### src/rtl/seq_restoring_divider_pkg.sv
// rtl/seq_restoring_divider_pkg.sv - shared width, state encoding and divide-by-zero constant
package seq_restoring_divider_pkg;

  localparam int DIV_WIDTH = 16;

  typedef enum logic [1:0] {
    S_IDLE = 2'b00,
    S_RUN  = 2'b01,
    S_DONE = 2'b10
  } div_state_t;

  localparam logic [DIV_WIDTH-1:0] DIV0_QUOTIENT = {DIV_WIDTH{1'b1}};

endpackage

### src/rtl/seq_restoring_divider_if.sv
// rtl/seq_restoring_divider_if.sv - start/done handshake and operand/result bundle
interface seq_restoring_divider_if
  import seq_restoring_divider_pkg::*;
#(
  parameter int WIDTH = DIV_WIDTH
);

  logic             start;
  logic [WIDTH-1:0] dividend;
  logic [WIDTH-1:0] divisor;
  logic             busy;
  logic             done;
  logic [WIDTH-1:0] quotient;
  logic [WIDTH-1:0] remainder;
  logic             div_by_zero;

  modport master (
    output start, dividend, divisor,
    input  busy, done, quotient, remainder, div_by_zero
  );

  modport slave (
    input  start, dividend, divisor,
    output busy, done, quotient, remainder, div_by_zero
  );

endinterface

### src/rtl/seq_restoring_divider_cla_subtractor.sv
// rtl/seq_restoring_divider_cla_subtractor.sv - a + ~b + 1 built from rippled 4-bit CLA blocks
module cla_subtractor #(
  parameter int WIDTH = 16
) (
  input  logic [WIDTH-1:0] i_a,
  input  logic [WIDTH-1:0] i_b,
  output logic [WIDTH-1:0] o_diff,
  output logic             o_c_out
);

  localparam int NB = WIDTH / 4;

  logic [WIDTH-1:0] w_g;
  logic [WIDTH-1:0] w_p;
  logic [WIDTH:0]   w_c;

  assign w_g    = i_a & ~i_b;
  assign w_p    = i_a ^ ~i_b;
  assign w_c[0] = 1'b1;

  // Carries inside a block are full lookahead; only the block carry-out ripples.
  for (genvar k = 0; k < NB; k++) begin : g_blk
    localparam int B = 4 * k;
    assign w_c[B+1] = w_g[B] | (w_p[B] & w_c[B]);
    assign w_c[B+2] = w_g[B+1] | (w_p[B+1] & w_g[B]) | (w_p[B+1] & w_p[B] & w_c[B]);
    assign w_c[B+3] = w_g[B+2] | (w_p[B+2] & w_g[B+1]) | (w_p[B+2] & w_p[B+1] & w_g[B])
                    | (w_p[B+2] & w_p[B+1] & w_p[B] & w_c[B]);
    assign w_c[B+4] = w_g[B+3] | (w_p[B+3] & w_g[B+2]) | (w_p[B+3] & w_p[B+2] & w_g[B+1])
                    | (w_p[B+3] & w_p[B+2] & w_p[B+1] & w_g[B])
                    | (w_p[B+3] & w_p[B+2] & w_p[B+1] & w_p[B] & w_c[B]);
  end

  assign o_diff  = w_p ^ w_c[WIDTH-1:0];
  assign o_c_out = w_c[WIDTH];

endmodule

### src/rtl/seq_restoring_divider.sv
// rtl/seq_restoring_divider.sv - restoring shift-subtract divider, one quotient bit per clock
module seq_restoring_divider
  import seq_restoring_divider_pkg::*;
#(
  parameter int WIDTH = DIV_WIDTH
) (
  input  logic                   clk,
  input  logic                   rst,
  seq_restoring_divider_if.slave bus
);

  localparam int CW = $clog2(WIDTH);

  div_state_t       r_state, w_next;
  logic [CW-1:0]    r_count;
  logic [WIDTH-1:0] r_q, r_d, r_r;
  logic             r_dz;
  logic [WIDTH-1:0] r_quotient, r_remainder;
  logic             r_done, r_div0;

  logic             w_msb, w_c, w_ok;
  logic [WIDTH-1:0] w_rsh, w_diff;

  assign w_msb = r_r[WIDTH-1];
  assign w_rsh = {r_r[WIDTH-2:0], r_q[WIDTH-1]};
  // A set shifted-out msb means the partial remainder already exceeds D.
  assign w_ok  = w_msb | w_c;

  cla_subtractor #(.WIDTH(WIDTH)) u_sub (
    .i_a     (w_rsh),
    .i_b     (r_d),
    .o_diff  (w_diff),
    .o_c_out (w_c)
  );

  always_comb begin
    w_next = r_state;
    case (r_state)
      S_IDLE: if (bus.start) w_next = (bus.divisor == '0) ? S_DONE : S_RUN;
      S_RUN:  if (r_count == CW'(WIDTH - 1)) w_next = S_DONE;
      S_DONE: w_next = S_IDLE;
      default: w_next = S_IDLE;
    endcase
  end

  always_ff @(posedge clk) begin
    if (rst) begin
      r_state     <= S_IDLE;
      r_count     <= '0;
      r_q         <= '0;
      r_d         <= '0;
      r_r         <= '0;
      r_dz        <= 1'b0;
      r_quotient  <= '0;
      r_remainder <= '0;
      r_done      <= 1'b0;
      r_div0      <= 1'b0;
    end else begin
      r_state <= w_next;
      r_done  <= 1'b0;
      case (r_state)
        S_IDLE: begin
          if (bus.start) begin
            r_d     <= bus.divisor;
            r_count <= '0;
            r_div0  <= 1'b0;
            // Zero divisor preloads the fixed result so DONE copies it out unchanged.
            if (bus.divisor == '0) begin
              r_q  <= {WIDTH{1'b1}};
              r_r  <= bus.dividend;
              r_dz <= 1'b1;
            end else begin
              r_q  <= bus.dividend;
              r_r  <= '0;
              r_dz <= 1'b0;
            end
          end
        end
        S_RUN: begin
          r_r     <= w_ok ? w_diff : w_rsh;
          r_q     <= {r_q[WIDTH-2:0], w_ok};
          r_count <= r_count + 1'b1;
        end
        S_DONE: begin
          r_quotient  <= r_q;
          r_remainder <= r_r;
          r_div0      <= r_dz;
          r_done      <= 1'b1;
        end
        default: ;
      endcase
    end
  end

  assign bus.busy        = (r_state != S_IDLE);
  assign bus.done        = r_done;
  assign bus.quotient    = r_quotient;
  assign bus.remainder   = r_remainder;
  assign bus.div_by_zero = r_div0;

endmodule

### src/flat_wrapper.sv
// flat-port wrapper written by rule: the top's interface ports become plain ports
module seq_restoring_divider_flat import seq_restoring_divider_pkg::*;
#(
  parameter int WIDTH = DIV_WIDTH
)
  (clk, rst, bus_start, bus_dividend, bus_divisor, bus_busy, bus_done, bus_quotient, bus_remainder, bus_div_by_zero);
  seq_restoring_divider_if #(.WIDTH(WIDTH)) bus_i ();
  input  logic clk;
  input  logic rst;
  input wire logic [$bits(bus_i.start)-1:0] bus_start;
  input wire logic [$bits(bus_i.dividend)-1:0] bus_dividend;
  input wire logic [$bits(bus_i.divisor)-1:0] bus_divisor;
  output wire logic [$bits(bus_i.busy)-1:0] bus_busy;
  output wire logic [$bits(bus_i.done)-1:0] bus_done;
  output wire logic [$bits(bus_i.quotient)-1:0] bus_quotient;
  output wire logic [$bits(bus_i.remainder)-1:0] bus_remainder;
  output wire logic [$bits(bus_i.div_by_zero)-1:0] bus_div_by_zero;
  assign bus_i.start = bus_start;
  assign bus_i.dividend = bus_dividend;
  assign bus_i.divisor = bus_divisor;
  assign bus_busy = bus_i.busy;
  assign bus_done = bus_i.done;
  assign bus_quotient = bus_i.quotient;
  assign bus_remainder = bus_i.remainder;
  assign bus_div_by_zero = bus_i.div_by_zero;
  seq_restoring_divider #(.WIDTH(WIDTH)) u_core (.clk(clk), .rst(rst), .bus(bus_i));
endmodule
### config.mk
export PLATFORM = sky130hd
export DESIGN_NAME = seq_restoring_divider_flat
export DESIGN_NICKNAME = d
export VERILOG_FILES = /design/src/rtl/seq_restoring_divider_pkg.sv /design/src/rtl/seq_restoring_divider_if.sv /design/src/rtl/seq_restoring_divider_cla_subtractor.sv /design/src/rtl/seq_restoring_divider.sv /design/src/flat_wrapper.sv
export SDC_FILE = /design/constraint.sdc
export NUM_CORES = 1
export LEC_CHECK = 0
export BUFFER_PORTS_ARGS = -buffer_cell sky130_fd_sc_hd__buf_2
export CAP_MARGIN = 20
export CORE_MARGIN = 8
export CORE_UTILIZATION = 50
export DETAILED_ROUTE_END_ITERATION = 10
export PLACE_DENSITY = 0.72
export SYNTH_ARGS = -nofsm -noshare
export SYNTH_HDL_FRONTEND = slang
export SYNTH_SLANG_ARGS = --single-unit
### constraint.sdc
create_clock -name clk -period 3.7 [get_ports clk]
set_input_delay 0.925 -clock clk [delete_from_list [all_inputs] [get_ports clk]]
set_output_delay 0.925 -clock clk [all_outputs]
set_load 0.01 [all_outputs]
==> results list <==
- In the layout the commonest cells are 116 x sky130_fd_sc_hd__nand2_1, 89 x sky130_fd_sc_hd__dfxtp_1, 69 x sky130_fd_sc_hd__buf_2, 68 x sky130_fd_sc_hd__a21oi_1, 54 x sky130_fd_sc_hd__nor2_1.
- Port buffering added 69 buffers.
* Reported leakage power: 2.01 nW
- Number of buffers created by CTS: 9
* Run status: complete, no violations
- TritonCTS built the clock tree.
- Sum Neg Setup Slack: 0 ns
* Post-synthesis share of cell area spent on full adders, half adders and majority gates: 0.0663
* Met1 routing resource usage after global routing: 0.255
- GRT Resource Usage Total: 0.200
- In this run, synthesis produced a sequential element count of 89.
* Critical path startpoint category: flop
* Antenna violations before repair: 0
* Average routed wire per standard cell: 16.0 um
- Fraction of the yosys area taken by sequential cells: 0.414
* CTS max path bufs: 2
- Worst hold path type: reg2reg
- Worst Skew: 0.00851 ns
- Standard-cell row count: 34
- Layer with the highest usage after global routing: met2
- After detailed routing, the number of remaining DRC violations is 0.
- Layout cell share with drive strength beyond 1: 0.180
* Power density over the cells: 522 mW/mm^2
* R2R Path Start: u_core.r_d[2]$_SDFFE_PP0P_
- Sequential share of power: 0.418
- Number of instances on the worst hold path: 2
* Max VDD drop: 0.289 mV
- Detail Route Antenna Nets: 0
* Avg Synthesized Cell Area: slightly below 8 um^2
* CP Data Arrival Time: between 3 and 4 ns
- The post-synthesis compound-gate area fraction was 0.181.
- The most used flip-flop cell after synthesis is sky130_fd_sc_hd__dfxtp_1.
- Counting every sink on the clock net gives a little under 90.
- The share of total power dissipated in combinational logic is 0.270.
- Fraction of power consumed by the clock network: 0.311
- The critical path starts at u_core.r_d[2]$_SDFFE_PP0P_.
* Wire length of the first global-routing pass: 18900 um
- The number of global-route vias before repair is 3924.
- Routed wire length: 11400 um
* Total vias in the final route: 3998
- Setup Crit Path Kind: reg2reg
* Post-cts gate resize count: 0
* CP Data Required Time: 3.95 ns
* Simple-gate portion of the synthesized area: 0.242
- Static timing analysis puts the maximum clock frequency at 0.312 GHz.
- Root Driver: sky130_fd_sc_hd__clkbuf_8
* Final max-slew violation count: 0
* End of the worst register-to-register path: u_core.r_r[13]$_SDFFE_PP0P_
* Met3 demand-to-capacity share in global routing: 0.0431
- The tool flagged a number of max-cap violations equal to 0.
* Met2 GRT Util: 0.326
- Hold bufs inserted after CTS: 0
- Yosys warns: 0
- The number of cells on the worst reg-to-reg path is 12.
* Final instance area: ~0.0049 mm^2
- The critical path ends at u_core.r_r[13]$_SDFFE_PP0P_.
- Placed instance area: 0.00471 mm^2
* H-tree depth reported by CTS: 3
- The smallest clock period supported by the final layout is computed as roughly 3.2 ns.
- Largest net degree at the start of global routing: between 40 and 50
- Overall die height: 109 um
- After synthesis the cells add up to 0.00430 mm^2.
* Layout area overhead: 15.0%
- Final Wtd Congestion: 0.917
- Average vias per placed instance: 5.59
* Sw Pwr: a little over 0.8 mW
- After the first detailed-routing iteration, the DRC count stood at 243.
* Sum of overflow across all layers after global routing: 0
- In this run the post-CTS setup repair buffer count came out at 0.
- For this configuration, the core starts out at a cell density of 0.503.
- The design draws 2.58 mW.
- Internal power summed over all cells: 1.76 mW
- The floorplan step defined a die boundary enclosing 0.0118 mm^2.
- Width of the die: 109 um
- The number of antenna diodes in the final layout is 0.
- The total area inside the core boundary comes to 0.00855 mm^2.
- Async SR Flop Fraction: 0
- Measured slew at the worst slew-check pin: between 0.8 and 0.9 ns
* Mux share of post-synthesis cell area: 0.0195
- Of the total synthesized cell area, the portion taken by XOR and XNOR cells is 0.0204.
- Register clock-pin slew on the reported worst setup and hold paths: about 0.090 ns
- Of the available clock period, the critical path in the final layout requires 0.866.
- The number of nets in the synthesized netlist is between 600 and 700.
- Main combinational cell family by area after synthesis: simple AND/OR/NAND/NOR gates
- Number of detailed-routing iterations run before antenna repair: 5
- Half-perimeter wire length after detailed placement: 8440 um
* Kind of end point of the critical path: flop
- Reg2Reg Setup Slack: 0.49 ns
- Counting flops with a built-in enable in the synthesized netlist gives 0.
* Commonest non-fill, non-tap cell in the layout: sky130_fd_sc_hd__nand2_1
* Distinct cell type count of the synthesized netlist: 55
- Hold violation total from the final report: 0
- Setup repair after global routing left no endpoint under its margin.
- Measured against its own limit, the worst slew margin works out to 0.431.
- Setup violations remaining at the end of the flow were counted as 0.
- For the worst-skew pair, the clock arrives at the later sink with an insertion delay of 0.37 ns.
* Crit path max fanout: 4
- Synthesis produced a netlist whose cell count is 547.
- 70 I/O pins were placed.
- Fill cells in the final layout number 813.
* Total number of nets in the final design: 658
- Fraction of power spent switching nets: 0.316
layer usage:
layer | vias to the layer above | part of all wire
met3 | 12 | 0.064
met1 | 1867 | 0.46
met4 | 0 | 0.012
met5 | - | 0
li1 | 1984 | -
met2 | 135 | 0.47
final cells by class:
class,count,area [um^2],share of cell area
clock buffer,11,131,0.0266
clock inverter,5,104,0.0210
inverter,22,82.6,0.0167
multi-input combinational,400,2280,0.462
sequential,89,1780,0.360
tap,108,135,0.0273
timing repair buffer,80,428,0.0865
worst max-delay path, cell delays in order (launching register included):
cell and delay (ns):
sky130_fd_sc_hd__dfxtp_1 0.35, sky130_fd_sc_hd__inv_1 0.06, sky130_fd_sc_hd__ha_1 0.21, sky130_fd_sc_hd__nor3_1 0.29, sky130_fd_sc_hd__a221oi_1 0.16, sky130_fd_sc_hd__o21ai_0 0.49
sky130_fd_sc_hd__o21ai_0 0.25, sky130_fd_sc_hd__a21o_1 0.22, sky130_fd_sc_hd__a21o_1 0.20, sky130_fd_sc_hd__fa_1 0.44, sky130_fd_sc_hd__xor2_1 0.16, sky130_fd_sc_hd__mux2i_1 0.16
sky130_fd_sc_hd__o22ai_1 0.09
flip-flops by register name, indices dropped and copies added (netlist names), 2 cells and up:
signal	flops
u_core.bus.quotient	16
u_core.r_count	4
u_core.r_d	16
u_core.bus.remainder	16
u_core.r_q	16
u_core.r_state	2
u_core.r_r	16
logic make-up after synthesis:
| logic type | count (synthesis) |
|---|---|
| AND/OR/NAND/NOR | 236 |
| multiplexers | 8 |
| AO/OA/AOI/OAI | 125 |
| XOR/XNOR | 10 |
| buffers and inverters | 58 |
| flip-flops | 89 |
| adder cells (fa/ha/maj) | 21 |
cell usage after synthesis (2+ instances only):
master                     number  share of area
sky130_fd_sc_hd__a211oi_1       2         0.0035
sky130_fd_sc_hd__a21boi_0       3         0.0052
sky130_fd_sc_hd__a21o_1         2         0.0035
sky130_fd_sc_hd__a21oi_1       68          0.079
sky130_fd_sc_hd__a311oi_2       4          0.014
sky130_fd_sc_hd__buf_1          5         0.0044
sky130_fd_sc_hd__buf_2          2         0.0023
sky130_fd_sc_hd__buf_6          3         0.0079
sky130_fd_sc_hd__clkbuf_1      26          0.023
sky130_fd_sc_hd__dfxtp_1       89           0.41
sky130_fd_sc_hd__fa_1           3          0.014
sky130_fd_sc_hd__ha_1          18          0.052
sky130_fd_sc_hd__inv_1         22          0.019
sky130_fd_sc_hd__mux2_2         3         0.0079
sky130_fd_sc_hd__mux2i_1        5          0.012
sky130_fd_sc_hd__nand2_1      116           0.10
sky130_fd_sc_hd__nand2b_1       4         0.0058
sky130_fd_sc_hd__nand3_1        7         0.0081
sky130_fd_sc_hd__nand3b_1       3         0.0052
sky130_fd_sc_hd__nand4_1        2         0.0029
sky130_fd_sc_hd__nor2_1        55          0.048
sky130_fd_sc_hd__nor2b_1        2         0.0029
sky130_fd_sc_hd__nor3_1        15          0.017
sky130_fd_sc_hd__nor4_1        18          0.026
sky130_fd_sc_hd__o21ai_0        8         0.0093
sky130_fd_sc_hd__o21ai_1        3         0.0035
sky130_fd_sc_hd__o21bai_1       2         0.0035
sky130_fd_sc_hd__o22a_1         2         0.0041
sky130_fd_sc_hd__o22ai_1       17          0.025
sky130_fd_sc_hd__o31ai_1        3         0.0052
sky130_fd_sc_hd__or2_2          2         0.0029
sky130_fd_sc_hd__or2b_1         2         0.0035
sky130_fd_sc_hd__xnor2_1        6          0.012
sky130_fd_sc_hd__xor2_1         4         0.0081
power by group through the flow:
stage               combinational, mW  sequential, mW  clock, mW
finish                          0.697            1.08      0.803
global route                    0.771            1.09      0.859
CTS                             0.686            1.08      0.812
detailed placement              0.676            1.10          0
global placement                0.661            1.10          0
floorplan                       0.551            1.08          0
worst min-delay path by stage:
stage                                                       end  slack, ns                                   from
after floorplan             u_core.bus.div_by_zero$_SDFFE_PP0P_       0.43               u_core.r_dz$_SDFFE_PP0P_
after detailed placement   u_core.bus.remainder[9]$_SDFFE_PP0P_       0.44   u_core.bus.remainder[9]$_SDFFE_PP0P_
after global placement     u_core.bus.quotient[15]$_SDFFE_PP0P_       0.44   u_core.bus.quotient[15]$_SDFFE_PP0P_
after global routing        u_core.bus.quotient[1]$_SDFFE_PP0P_       0.48    u_core.bus.quotient[1]$_SDFFE_PP0P_
after CTS                  u_core.bus.remainder[9]$_SDFFE_PP0P_       0.46   u_core.bus.remainder[9]$_SDFFE_PP0P_
final                     u_core.bus.remainder[15]$_SDFFE_PP0P_       0.46  u_core.bus.remainder[15]$_SDFFE_PP0P_
through the flow:
| step | setup WS (ns) | instances | utilization | hold WS, ns |
|---|---|---|---|---|
| 2_1_floorplan | 0.928 | 547 | - | 0.432 |
| 3_3_place_gp | 0.694 | 699 | 0.551 | 0.442 |
| 3_5_place_dp | 0.574 | 699 | 0.551 | 0.444 |
| 4_1_cts | 0.534 | 715 | 0.578 | 0.457 |
| 5_1_grt | 0.316 | 715 | 0.578 | 0.478 |
| 6_report | 0.495 | 715 | 0.578 | 0.456 |
No activity file was read; power rests on OpenSTA's default activity.
